**src/rtl/i2c_pkg.sv**
```systemverilog
// rtl/i2c_pkg.sv - ctrl-word layout, device address default and FSM encoding shared by the EEPROM sequencer
package i2c_pkg;

  localparam int ADDR_LSB = 0;
  localparam int DEV_LSB  = 8;
  localparam int RW_BIT   = 16;

  localparam logic [6:0] DEV_ADDR_DEFAULT = 7'h50;

  typedef enum logic [2:0] {
    ST_IDLE,
    ST_FETCH,
    ST_ISSUE,
    ST_WAIT_ACC,
    ST_WAIT_DONE,
    ST_TWR,
    ST_RD_OUT,
    ST_DONE
  } seq_state_e;

  function automatic logic [31:0] make_ctrl(input logic rw, input logic [6:0] dev,
                                            input logic [7:0] addr);
    logic [31:0] w;
    w                = '0;
    w[ADDR_LSB +: 8] = addr;
    w[DEV_LSB +: 7]  = dev;
    w[RW_BIT]        = rw;
    return w;
  endfunction

endpackage

```
**src/rtl/i2c_seq_timer.sv**
```systemverilog
// rtl/i2c_seq_timer.sv - loadable down-counter with zero flag, shared by the tWR hold-off and accept watchdog
module i2c_seq_timer #(
  parameter int W = 20
) (
  input  logic         aclk,
  input  logic         aresetn,
  input  logic         load,
  input  logic [W-1:0] load_val,
  input  logic         en,
  output logic         zero
);

  logic [W-1:0] cnt_q;

  // Saturates at zero so a caller that keeps enable high simply sees zero stay asserted.
  always_ff @(posedge aclk or negedge aresetn) begin
    if (!aresetn) begin
      cnt_q <= '0;
    end else if (load) begin
      cnt_q <= load_val;
    end else if (en && (cnt_q != '0)) begin
      cnt_q <= cnt_q - 1'b1;
    end
  end

  assign zero = (cnt_q == '0);

endmodule

```
**src/rtl/i2c_eeprom_seq.sv**
```systemverilog
// rtl/i2c_eeprom_seq.sv - splits a byte burst into single-byte AT24C02 transactions on the I2C master core
module i2c_eeprom_seq
  import i2c_pkg::*;
#(
  parameter int         MAX_LEN  = 16,
  parameter logic [6:0] DEV_ADDR = DEV_ADDR_DEFAULT,
  parameter int         TWR_CYC  = 500000,
  parameter int         ACC_TMO  = 1024,
  parameter int         LEN_W    = $clog2(MAX_LEN + 1)
) (
  input  logic             aclk,
  input  logic             aresetn,
  input  logic             cmd_valid,
  output logic             cmd_ready,
  input  logic             cmd_rw,
  input  logic [7:0]       cmd_addr,
  input  logic [LEN_W-1:0] cmd_len,
  input  logic             wr_valid,
  output logic             wr_ready,
  input  logic [7:0]       wr_data,
  output logic             rd_valid,
  input  logic             rd_ready,
  output logic [7:0]       rd_data,
  output logic             done,
  output logic             err,
  output logic [31:0]      m_ctrl,
  output logic [31:0]      m_wdata,
  output logic             m_start,
  input  logic [31:0]      m_rdata,
  input  logic             m_idle
);

  localparam int TMR_MAX = (TWR_CYC > ACC_TMO) ? TWR_CYC : ACC_TMO;
  localparam int TMR_W   = $clog2(TMR_MAX + 1);

  seq_state_e       state_q, state_d;
  logic             rw_q;
  logic [7:0]       addr_q;
  logic [LEN_W-1:0] cnt_q;
  logic [7:0]       wbyte_q;
  logic             len_bad;
  logic             tmr_load;
  logic [TMR_W-1:0] tmr_val;
  logic             tmr_en;
  logic             tmr_zero;
  logic             on_bus;
  logic             unused_rdata;

  assign len_bad      = (cmd_len == '0) || (cmd_len > LEN_W'(MAX_LEN));
  assign unused_rdata = ^m_rdata[31:8];

  i2c_seq_timer #(.W(TMR_W)) u_timer (
    .aclk     (aclk),
    .aresetn  (aresetn),
    .load     (tmr_load),
    .load_val (tmr_val),
    .en       (tmr_en),
    .zero     (tmr_zero)
  );

  always_ff @(posedge aclk or negedge aresetn) begin
    if (!aresetn) begin
      state_q <= ST_IDLE;
    end else begin
      state_q <= state_d;
    end
  end

  always_comb begin
    state_d   = state_q;
    tmr_load  = 1'b0;
    tmr_val   = '0;
    tmr_en    = 1'b0;
    on_bus    = 1'b0;
    cmd_ready = 1'b0;
    wr_ready  = 1'b0;
    rd_valid  = 1'b0;
    done      = 1'b0;
    m_start   = 1'b0;
    unique case (state_q)
      ST_IDLE: begin
        cmd_ready = 1'b1;
        if (cmd_valid) begin
          if (len_bad)     state_d = ST_DONE;
          else if (cmd_rw) state_d = ST_ISSUE;
          else             state_d = ST_FETCH;
        end
      end
      ST_FETCH: begin
        wr_ready = 1'b1;
        if (wr_valid) state_d = ST_ISSUE;
      end
      ST_ISSUE: begin
        on_bus   = 1'b1;
        m_start  = 1'b1;
        tmr_load = 1'b1;
        tmr_val  = TMR_W'(ACC_TMO - 1);
        state_d  = ST_WAIT_ACC;
      end
      ST_WAIT_ACC: begin
        on_bus = 1'b1;
        if (!m_idle)       state_d = ST_WAIT_DONE;
        else if (tmr_zero) state_d = ST_DONE;
        else               tmr_en  = 1'b1;
      end
      ST_WAIT_DONE: begin
        on_bus = 1'b1;
        if (m_idle) begin
          if (rw_q) begin
            state_d = ST_RD_OUT;
          end else begin
            state_d  = ST_TWR;
            tmr_load = 1'b1;
            tmr_val  = TMR_W'(TWR_CYC - 1);
          end
        end
      end
      ST_TWR: begin
        // cnt_q already reflects the byte just written.
        if (tmr_zero) state_d = (cnt_q == '0) ? ST_DONE : ST_FETCH;
        else          tmr_en  = 1'b1;
      end
      ST_RD_OUT: begin
        rd_valid = 1'b1;
        if (rd_ready) state_d = (cnt_q == '0) ? ST_DONE : ST_ISSUE;
      end
      ST_DONE: begin
        done    = 1'b1;
        state_d = ST_IDLE;
      end
      default: state_d = ST_IDLE;
    endcase
  end

  always_ff @(posedge aclk or negedge aresetn) begin
    if (!aresetn) begin
      rw_q    <= 1'b0;
      addr_q  <= '0;
      cnt_q   <= '0;
      wbyte_q <= '0;
      rd_data <= '0;
      err     <= 1'b0;
    end else begin
      if ((state_q == ST_IDLE) && cmd_valid) begin
        rw_q   <= cmd_rw;
        addr_q <= cmd_addr;
        cnt_q  <= cmd_len;
        err    <= len_bad;
      end
      if ((state_q == ST_FETCH) && wr_valid) begin
        wbyte_q <= wr_data;
      end
      if ((state_q == ST_WAIT_ACC) && m_idle && tmr_zero) begin
        err <= 1'b1;
      end
      if ((state_q == ST_WAIT_DONE) && m_idle) begin
        addr_q <= addr_q + 8'd1;
        cnt_q  <= cnt_q - 1'b1;
        if (rw_q) rd_data <= m_rdata[7:0];
      end
    end
  end

  // Words are derived from registers that only move after WAIT_DONE, so they stay stable on the bus.
  assign m_ctrl  = on_bus ? make_ctrl(rw_q, DEV_ADDR, addr_q) : '0;
  assign m_wdata = (on_bus && !rw_q) ? {24'h0, wbyte_q} : '0;

endmodule

```
**config.mk**
```make
export PLATFORM = sky130hd
export DESIGN_NAME = i2c_eeprom_seq
export DESIGN_NICKNAME = d
export VERILOG_FILES = /design/src/rtl/i2c_pkg.sv /design/src/rtl/i2c_seq_timer.sv /design/src/rtl/i2c_eeprom_seq.sv
export SDC_FILE = /design/constraint.sdc
export NUM_CORES = 1
export LEC_CHECK = 0
export ABC_CLOCK_PERIOD_IN_PS = 4200
export CORE_MARGIN = 3
export CORE_UTILIZATION = 40
export CTS_CLUSTER_DIAMETER = 100
export DETAILED_ROUTE_END_ITERATION = 8
export DONT_BUFFER_PORTS = 1
export SLEW_MARGIN = 20
export SYNTH_ARGS = -nofsm -noshare
export SYNTH_HDL_FRONTEND = slang
export SYNTH_SLANG_ARGS = --single-unit
```
**constraint.sdc**
```tcl
create_clock -name aclk -period 4.2 [get_ports aclk]
set_input_delay 0.42 -clock aclk [delete_from_list [all_inputs] [get_ports aclk]]
set_output_delay 0.42 -clock aclk [all_outputs]
set_load 0.05 [all_outputs]
```
# Word level (Yosys, flattened, before mapping)

Cells that the tools add are included.

Output and inout port bits: 78
Register bits after elaboration: 53
Word-level logic and storage cells: 83

Mux-type cells: 38
Eq/ne operators: 13
Magnitude comparators: 1
$add $sub $neg: 3
Reductions and logical operators: 20

Operators by type and width:

| cell                                                  | count |
|---|---|
| two-way mux 19 bit                                    | 4 |
| case mux 19 bit (2 select lines)                      | 1 |
| two-way mux 3 bit                                     | 10 |
| two-way mux 8 bit                                     | 3 |
| case mux 3 bit (8 select lines)                       | 1 |
| zero test 19 bit                                      | 1 |
| nonzero test 19 bit                                   | 1 |
| subtractor 19 x 1 -> 19 bit (second input constant)   | 1 |
| two-way mux 17 bit                                    | 1 |
| equality test 3 bit (second input constant)           | 4 |
| two-way mux 1 bit                                     | 12 |
| zero test 5 bit                                       | 2 |
| two-way mux 5 bit                                     | 2 |
| inequality test 2 bit (second input constant)         | 5 |
| adder 8 x 1 -> 8 bit (second input constant)          | 1 |
| logical AND 1 bit                                     | 7 |
| equality test 3 x 2 -> 1 bit (second input constant)  | 2 |
| AND reduction 6 bit                                   | 1 |
| nonzero test 2 bit                                    | 3 |
| greater-than comparator 5 bit (second input constant) | 1 |
| subtractor 5 x 1 -> 5 bit (second input constant)     | 1 |
| two-way mux 2 bit                                     | 2 |
| case mux 1 bit (2 select lines)                       | 2 |
| equality test 3 x 1 -> 1 bit (second input constant)  | 1 |
| 6 further kinds                                       | 6 |

# Longest topological paths before layout

Gate-level depths: netlist (run 1).

Depth after elaboration: 7
Mapped depth: 8

# By module

A second synthesis (run 1) with hierarchy kept.

Cells, all modules: 400
Area total of the unflattened synthesis: 3634.7 um^2

By module, submodules not included:

| module         | sequential area each (um^2) | cells each | times used | area each (um^2) |
|---|---|---|---|---|
| i2c_eeprom_seq | 850.8                       | 254        | 1          | 2396.0 |
| i2c_seq_timer  | 475.5                       | 146        | 1          | 1238.7 |

# Worst setup path after synthesis (run 1)

No wires, ideal clock.

Kind: register to register
From: register state_q[0]
To: register wbyte_q[0]
Stages on the path, launching flop included: 6
Path slack: 1391 ps
Arrival time: 2684 ps
Path through: dfrtp_1 -> clkbuf_1 -> nor3b_1 -> and2_1 -> clkbuf_1 -> mux2_2

Word-level cells in the longest chain between the ends: 2

RTL lines:

| what                         | RTL line              | RTL |
|---|---|---|
| start: declaration           | i2c_eeprom_seq.sv:36  | `seq_state_e state_q, state_d;` |
| start signal: assignment     | i2c_eeprom_seq.sv:65  | `state_q <= state_d;` |
| equality test 3 x 1 -> 1 bit | i2c_eeprom_seq.sv:150 | `if ((state_q == ST_FETCH) && wr_valid) begin` |
| logical AND 1 bit            | i2c_eeprom_seq.sv:150 |  |
| end signal: assignment       | i2c_eeprom_seq.sv:151 | `wbyte_q <= wr_data;` |
| end: declaration             | i2c_eeprom_seq.sv:40  | `logic [7:0] wbyte_q;` |

No other way between the ends.
A chain may end at the register's enable or synchronous reset.

# Final worst setup path (run 1)

From: register state_q[0]
To: output m_wdata[7]

Word-level cells in the longest chain between the ends: 5

RTL lines:

| what                                                                | RTL line              | RTL |
|---|---|---|
| equality test 3 x 2 -> 1 bit or equality test 3 bit (tied branches) | i2c_eeprom_seq.sv:80  | `unique case (state_q)` |
| OR reduction 3 bit (no line) (*)                                    | n/a                   |  |
| two-way mux 1 bit (*)                                               | i2c_eeprom_seq.sv:80  |  |
| logical AND 1 bit (*)                                               | i2c_eeprom_seq.sv:166 | `assign m_wdata = (on_bus && !rw_q) ? {24'h0, wbyte_q} : '0;` |
| two-way mux 8 bit (*)                                               | i2c_eeprom_seq.sv:166 |  |
| end: declaration                                                    | i2c_eeprom_seq.sv:27  | `output logic [31:0] m_wdata,` |

Every way passes the cells marked *; elsewhere a longest branch is shown, timed or not.

==> results of run 1 <==
-- worst paths after layout --
kind,slack [ps],depth (start not counted),endpoint,startpoint
max,930,5,m_wdata[7],state_q[0]$_DFFE_PN0P_
min,210,2,rw_q$_DFFE_PN0P_,cmd_rw
max reg2reg,1590,7,state_q[0]$_DFFE_PN0P_,u_timer.cnt_q[0]$_DFFE_PN0P_
min reg2reg,510,1,wbyte_q[2]$_DFFE_PN0P_,wbyte_q[2]$_DFFE_PN0P_
max in group asynchronous,3350,2,u_timer.cnt_q[14]$_DFFE_PN0P_,aresetn
min in group asynchronous,620,2,addr_q[4]$_DFFE_PN0P_,aresetn
-- per-layer routing --
layer | up-vias | wire, um | GRT usage
met3 | 11 | 628 | 0.0497
met5 | - | 0 | 0
li1 | 1166 | - | -
met4 | 0 | 119 | 0.0432
met2 | 104 | 3200 | 0.240
met1 | 1145 | 3190 | 0.205
-- registers in the layout, indices dropped and copies added, names as in the netlist --
register       flops
wbyte_q            8
cnt_q              5
err                1
rd_data            8
rw_q               1
u_timer.cnt_q     19
addr_q             8
state_q            3
-- power breakdown --
part / total [uW] / leakage [uW] / internal (uW) / switching (uW)
Combinational: 1330 / 0.000748 / 363 / 965
Sequential: 1040 / 0.000619 / 703 / 338
Clock: 301 / 0.0000364 / 117 / 183
Total: 2670 / 0.00140 / 1180 / 1490
-- stage by stage --
stage               area, um^2  hold WS, ps
global placement          3220          126
finish                    3340          213
detailed placement        3220          126
CTS                       3340          209
global route              3340          206
floorplan                 3470          124
-- layout by cell type (no fill, tap or decap), drive strengths merged, types with 5 or more instances in the layout --
master and instances:
mux2i 5, conb 45, nor3 10, or3 5, mux2 17, dfrtp 53, nor4 8, o21ai 23
o311ai 7, inv 10, nor2b 9, nand3 9, clkbuf 5, a21oi 10, and2 11, nand2 26
a211oi 5, nor2 25
-- cell families after synthesis --
group	after synthesis	share of synthesized area
compound gates	68	0.136
simple gates	130	0.211
fa+ha+maj	5	0.0181
xor+xnor	7	0.0185
flops	53	0.401
buf+inv	73	0.141
mux	22	0.0730
other cells	1	0.00113
-- layout make-up --
cell class                      instances  area share
Clock inverter                          3     0.00673
Tap cell                              102      0.0382
Inverter                               10      0.0112
Clock buffer                            5      0.0206
Multi-Input combinational cell        277       0.509
Sequential cell                        53       0.397
Timing Repair Buffer                    5      0.0180
==> results.toml, run 1 <==
[pwr]
ir_drop_v = 0.000460
p_per_area_nw_per_um2 = 798
leakagePower_uw = 0.00140
p_total_uw = 2670

[setup_path]
critPathCaptureType = "output pin"
cpPeakStageDelay_ps = 780
arrival_ps = 2850
cp_cell_sequence = "nor2_1 -> nand2_1 -> a21boi_1 -> nor2_1 -> and2_1"
cp-start-kind = "flip-flop"
cpLargestDelayFamily = "simple AND/OR/NAND/NOR gates"
crit_buf_inv = 0
slowest_stage = "dfrtp_1"
path_max_fanout = 21
path_class = "reg -> out"
critPathRequiredTime_ps = 3780
cp_common_cell = "nor2_1"

[finish]
finalNonFillerCells = 455
post-route-util = 0.424
nets = 416
num_antenna_cells = 0
drive_gt1_frac = 0.116
fill_cells = 808
ff_latch_area_um2 = 1330
multi_input_area_um2 = 1700
syn2layout_area_growth_pct = 1.06

[synthesis]
synth.cell_area_um2 = 3310
synth_cells = 359
synth_most_common_cell = "dfrtp_1"
synth_commonest_cells = "53 x dfrtp_1, 47 x buf_4, 25 x nand2_1, 25 x nor2_1, 22 x o21ai_0"
synth_top_cell_by_area = "dfrtp_1"
synth_cell_types = 59
yosys_register_bits = 53
yosysSeqAreaShare = 0.401
async_flop_share = 1.00
yosysTopAreaCellShare = 0.401
synth_area_leaders = "dfrtp_1 40%, buf_4 11%, mux2_2 5.4%"
synthFlopType = "dfrtp_1"
yosysWarnings = 0
syn_area_per_cell_um2 = 9.22
synth_enable_flop_cells = 0

[die]
num_rows = 32
initial_core_util = 0.420
die_h_um = 97.0
die_area_um2 = 9400
pin_count = 138
dieWidth_um = 97.0
core_area_um2 = 7890

[detailed_routing]
drtIter0Drc = 173
vias = 2426
ant_nets = 0
drc = 0
viasPerCell = 5.33
firstDrtPassIters = 4
wl_per_cell_um = 15.7
drt-total-wl_um = 7140

[global_route]
grt_pass1_vias = 2373
antenna_found_initial = 0
grt_max_degree = 54
grt_pass1_wl_um = 12100
grtUsageTotal = 0.154
grt_overflow_total = 0

[clock_tree]
cts_setup_buffers = 0
cts_buffer_depth = 2
htree_levels = 2
cts_tree = "done"
clock-sinks = 53
cts-root-buf = "clkbuf_8"
cts_hold_buf = 2
clk_pin_slew_ps = 100
cts_resized = 0
clkLatencyLatePin_ps = 310
cts_made_buffers = 5

[placed_design]
dp.cells = 445
place_ws_ps = 945
hpwl_um = 5220
globalplace.congestion = 0.810
numPortBuffers = 0

[min_path]
min_path_type = "in -> reg"

[timing]
period_minus_slack_ps = 3270
post-route-period-util = 0.779
fin_worst_skew_ps = 3.75
timing.fmax_mhz = 306
maxSlewHeadroom = 0.331
tightest_slew_ps = 998
setup_viol = 0
slew_violations = 0
rsz0062_at_grt = "no"
setup_tns_ps = 0
hold_viol_final = 0
final.setup.worst_slack_ps = 930

[status]
status = "complete, no violations"

[job]
cap_violations = 0
No activity file was read; power rests on OpenSTA's default activity.
==> inputs of run 2 (changes only) <==
--- a/config.mk
+++ b/config.mk
@@ -5,7 +5,7 @@
 export SDC_FILE = /design/constraint.sdc
 export NUM_CORES = 1
 export LEC_CHECK = 0
-export ABC_CLOCK_PERIOD_IN_PS = 4200
+export ABC_CLOCK_PERIOD_IN_PS = 3350
 export CORE_MARGIN = 3
 export CORE_UTILIZATION = 40
 export CTS_CLUSTER_DIAMETER = 100
==> constraint.sdc (replaced) <==
create_clock -name aclk -period 3.35 [get_ports aclk]
set_input_delay 0.335 -clock aclk [delete_from_list [all_inputs] [get_ports aclk]]
set_output_delay 0.335 -clock aclk [all_outputs]
set_load 0.05 [all_outputs]
==> results.toml, run 2 (same netlist as run 1, synthesis figures left out) <==
[status]
status = "complete, no violations"

[placed_design]
hpwl_um = 5260
dp.cells = 458
globalplace.congestion = 0.803
numPortBuffers = 0
place_ws_ps = 724

[setup_path]
path_max_fanout = 16
cp_cell_sequence = "nand2_1 -> a21boi_0 -> buf_4 -> nor2_1 -> and2_1"
crit_cells = 5
arrival_ps = 2330
cpPeakStageDelay_ps = 680
crit_buf_inv = 1
startpoint = "state_q[2]$_DFFE_PN0P_"
r2r_start = "u_timer.cnt_q[0]$_DFFE_PN0P_"
endpoint = "m_wdata[7]"
cp-start-kind = "flip-flop"
reg2reg_to = "state_q[0]$_DFFE_PN0P_"
critPathRequiredTime_ps = 3010
rr_worst_depth = 7
cpLargestDelayFamily = "simple AND/OR/NAND/NOR gates"
critPathCaptureType = "output pin"
r2r_slack_ps = 730
slowest_stage = "dfrtp_1"
path_class = "reg -> out"

[detailed_routing]
drtIter0Drc = 119
viasPerCell = 5.28
drt-total-wl_um = 7100
vias = 2473
drc = 0
ant_nets = 0
firstDrtPassIters = 4
wl_per_cell_um = 15.2

[clock_tree]
cts_made_buffers = 5
cts_setup_buffers = 0
clock-sinks = 53
clkLatencyLatePin_ps = 310
cts_resized = 0
cts-root-buf = "clkbuf_8"
cts_tree = "done"
htree_levels = 2
cts_buffer_depth = 2
clk_pin_slew_ps = 110
cts_hold_buf = 2

[pwr]
p_total_uw = 3480
leakagePower_uw = 0.00148
p_per_area_nw_per_um2 = 1010
ir_drop_v = 0.000508

[global_route]
grt_pass1_wl_um = 11600
grt_max_degree = 54
grt_pass1_vias = 2241
grtUsageTotal = 0.147
antenna_found_initial = 0
grt_overflow_total = 0

[finish]
nets = 429
num_antenna_cells = 0
layout_commonest_cell = "dfrtp_1"
syn2layout_area_growth_pct = 4.08
largest_register_ffs = 19
post-route-util = 0.437
most-common-layout-cells = "53 x dfrtp_1, 45 x conb_1, 25 x nor2_1, 25 x nand2_1, 22 x o21ai_0"
drive_gt1_frac = 0.148
finalNonFillerCells = 468
regMostFlops = "u_timer.cnt_q"

[die]
initial_core_util = 0.420
die_area_um2 = 9400
num_rows = 32
core_area_um2 = 7890
pin_count = 138
die_h_um = 97.0
dieWidth_um = 97.0

[timing]
setup_tns_ps = 0
hold_viol_final = 0
setup_viol = 0
final.setup.worst_slack_ps = 684
slew_violations = 0
fin_worst_skew_ps = 14.1
timing.fmax_mhz = 375
rsz0062_at_grt = "no"
period_minus_slack_ps = 2670
tightest_slew_ps = 918
post-route-period-util = 0.796
maxSlewHeadroom = 0.385

[min_path]
min_path_type = "in -> reg"

[job]
cap_violations = 0
==> run 2: cell type report <==
class,count,area (um^2)
Timing Repair Buffer,18,158
Multi-Input combinational cell,277,1700
Fill cell,758,4440
Clock buffer,5,68.8
Tap cell,102,128
Sequential cell,53,1330
Inverter,10,37.5
Clock inverter,3,25.0
==> run 2: through the flow <==
stage / instance area, um^2 / hold WS, ps
6_report: 3440 / 129
5_1_grt: 3440 / 126
4_1_cts: 3440 / 131
3_5_place_dp: 3310 / 40.6
3_3_place_gp: 3310 / 40.8
2_1_floorplan: 3470 / 39.4
==> run 2: worst min path at each step <==
stage | from | end | slack, ps | cells after the start
3_5_place_dp | aresetn | addr_q[3]$_DFFE_PN0P_ | 40 | 0
3_3_place_gp | aresetn | addr_q[3]$_DFFE_PN0P_ | 40 | 0
6_report | cmd_rw | rw_q$_DFFE_PN0P_ | 130 | 2
4_1_cts | cmd_rw | rw_q$_DFFE_PN0P_ | 130 | 2
5_1_grt | cmd_addr[0] | addr_q[0]$_DFFE_PN0P_ | 130 | 1
2_1_floorplan | aresetn | addr_q[0]$_DFFE_PN0P_ | 40 | 0
==> run 2: power breakdown <==
| group | internal (uW) | switching (uW) | leakage (uW) | total [uW] |
|---|---|---|---|---|
| sequential | 882 | 358 | 0.000619 | 1240 |
| combinational | 569 | 1300 | 0.000814 | 1870 |
| clock | 152 | 227 | 0.0000447 | 378 |
==> run 2: per-layer routing <==
metal,up-vias,share of wire,GRT usage
met5,-,0,0
met4,0,0.0061,0.0292
met3,2,0.079,0.0389
met2,103,0.45,0.226
met1,1179,0.46,0.210
li1,1189,-,-
==> inputs of run 3 (changes only) <==
--- a/config.mk
+++ b/config.mk
@@ -5,7 +5,7 @@
 export SDC_FILE = /design/constraint.sdc
 export NUM_CORES = 1
 export LEC_CHECK = 0
-export ABC_CLOCK_PERIOD_IN_PS = 3350
+export ABC_CLOCK_PERIOD_IN_PS = 2500
 export CORE_MARGIN = 3
 export CORE_UTILIZATION = 40
 export CTS_CLUSTER_DIAMETER = 100
==> constraint.sdc (replaced) <==
create_clock -name aclk -period 2.5 [get_ports aclk]
set_input_delay 0.25 -clock aclk [delete_from_list [all_inputs] [get_ports aclk]]
set_output_delay 0.25 -clock aclk [all_outputs]
set_load 0.05 [all_outputs]
==> results.toml, run 3 (same netlist as run 1, synthesis figures left out) <==
[status]
status = "complete, no violations"

[setup_path]
critPathRequiredTime_ps = 2700
r2r_start = "u_timer.cnt_q[0]$_DFFE_PN0P_"
cp-start-kind = "flip-flop"
critPathCaptureType = "flip-flop"
cpPeakStageDelay_ps = 510
cpLargestDelayFamily = "simple AND/OR/NAND/NOR gates"
startpoint = "u_timer.cnt_q[0]$_DFFE_PN0P_"
r2r_slack_ps = 170
path_class = "reg -> reg"
crit_buf_inv = 1
path_max_fanout = 6
slowest_stage = "or4_4"
arrival_ps = 2530
cp_cell_sequence = "inv_1 -> ha_2 -> or3b_4 -> or4_4 -> o21ai_4 -> nand2_2 -> mux2_1"

[pwr]
leakagePower_uw = 0.00155
p_per_area_nw_per_um2 = 1360
ir_drop_v = 0.000740

[placed_design]
numPortBuffers = 0
dp.cells = 468
globalplace.congestion = 0.824
hpwl_um = 5460

[timing]
setup_viol = 0
post-route-period-util = 0.932
tightest_slew_ps = 554
timing.fmax_mhz = 429
setup_tns_ps = 0
fin_worst_skew_ps = 9.81
hold_viol_final = 0
slew_violations = 0
maxSlewHeadroom = 0.632
period_minus_slack_ps = 2330
rsz0062_at_grt = "no"

[finish]
multi_input_area_um2 = 1730
largest_register_ffs = 19
most-common-layout-cells = "53 x dfrtp_1, 45 x conb_1, 28 x buf_4"
syn2layout_area_growth_pct = 8.28
ff_latch_area_um2 = 1330
finalNonFillerCells = 480
layout_commonest_cell = "dfrtp_1"
num_antenna_cells = 0
nets = 441
post-route-util = 0.454
regMostFlops = "u_timer.cnt_q"
drive_gt1_frac = 0.206
fill_cells = 757

[global_route]
grt_pass1_wl_um = 11800
antenna_found_initial = 0
grt_overflow_total = 0
grtUsageTotal = 0.151
grt_max_degree = 54
grt_pass1_vias = 2259

[min_path]
min_path_type = "in -> reg"
hold_start = "cmd_rw"

[die]
core_area_um2 = 7890
pin_count = 138
die_area_um2 = 9400
die_h_um = 97.0
initial_core_util = 0.420
dieWidth_um = 97.0
num_rows = 32

[clock_tree]
cts_made_buffers = 5
clock-sinks = 53
clkLatencyLatePin_ps = 320
htree_levels = 2
clk_pin_slew_ps = 100
cts-root-buf = "clkbuf_8"
cts_buffer_depth = 2
cts_tree = "done"

[detailed_routing]
drtIter0Drc = 108
drt-total-wl_um = 7370
wl_per_cell_um = 15.4
drc = 0
ant_nets = 0
firstDrtPassIters = 4
vias = 2537
viasPerCell = 5.29

[job]
cap_violations = 0
run 3: cell types whose count changed in the layout (fill, tap and decap cells not counted), sizes merged:
cell    change
inv         -1
bufinv      +1
buf        +12
run 3: metal layers:
layer	global-route usage	up-vias	wire, um
met2	0.235	93	3340
li1	-	1222	-
met5	0	-	0
met1	0.212	1216	3460
met3	0.0353	6	511
met4	0.0378	0	63
run 3: final timing paths:
check,to,depth (start not counted)
min in group asynchronous,addr_q[3]$_DFFE_PN0P_,2
worst min register to register,wbyte_q[6]$_DFFE_PN0P_,1
max in group asynchronous,u_timer.cnt_q[9]$_DFFE_PN0P_,2
worst max register to register,state_q[0]$_DFFE_PN0P_,7
worst max-delay path,state_q[0]$_DFFE_PN0P_,7
worst min-delay path,rw_q$_DFFE_PN0P_,2
run 3: cell type report:
type,instances,area share
Clock inverter,3,0.0129
Timing Repair Buffer,30,0.0691
Tap cell,102,0.0356
Inverter,10,0.0105
Clock buffer,5,0.0192
Sequential cell,53,0.370
Multi-Input combinational cell,277,0.483
run 3: what timing repair did:
action | 4_1_cts | 5_1_grt
setup endpoints to repair | 6 | 15
setup buffers | 0 | 2
hold buffers | 2 | 0
hold endpoints to repair | 53 | 0
resized for setup | 4 | 9
pin swaps | 0 | 1
run 3: metrics by stage:
step / hold slack, ps / cell area, um^2 / power [uW] / setup WS (ps)
after floorplan: -45.6 / 3480 / 3710 / 35.2
after global placement: -44.4 / 3390 / 4170 / 9.87
after detailed placement: -44.6 / 3390 / 4210 / 41.0
after CTS: 35.7 / 3550 / 4850 / 0.197
after global routing: 30.8 / 3580 / 5180 / 74.6
final: 46.6 / 3580 / 4860 / 169
run 3: power breakdown:
group	internal [uW]	switching, uW
combinational	843	1770
sequential	1180	471
clock	300	297
total	2330	2540
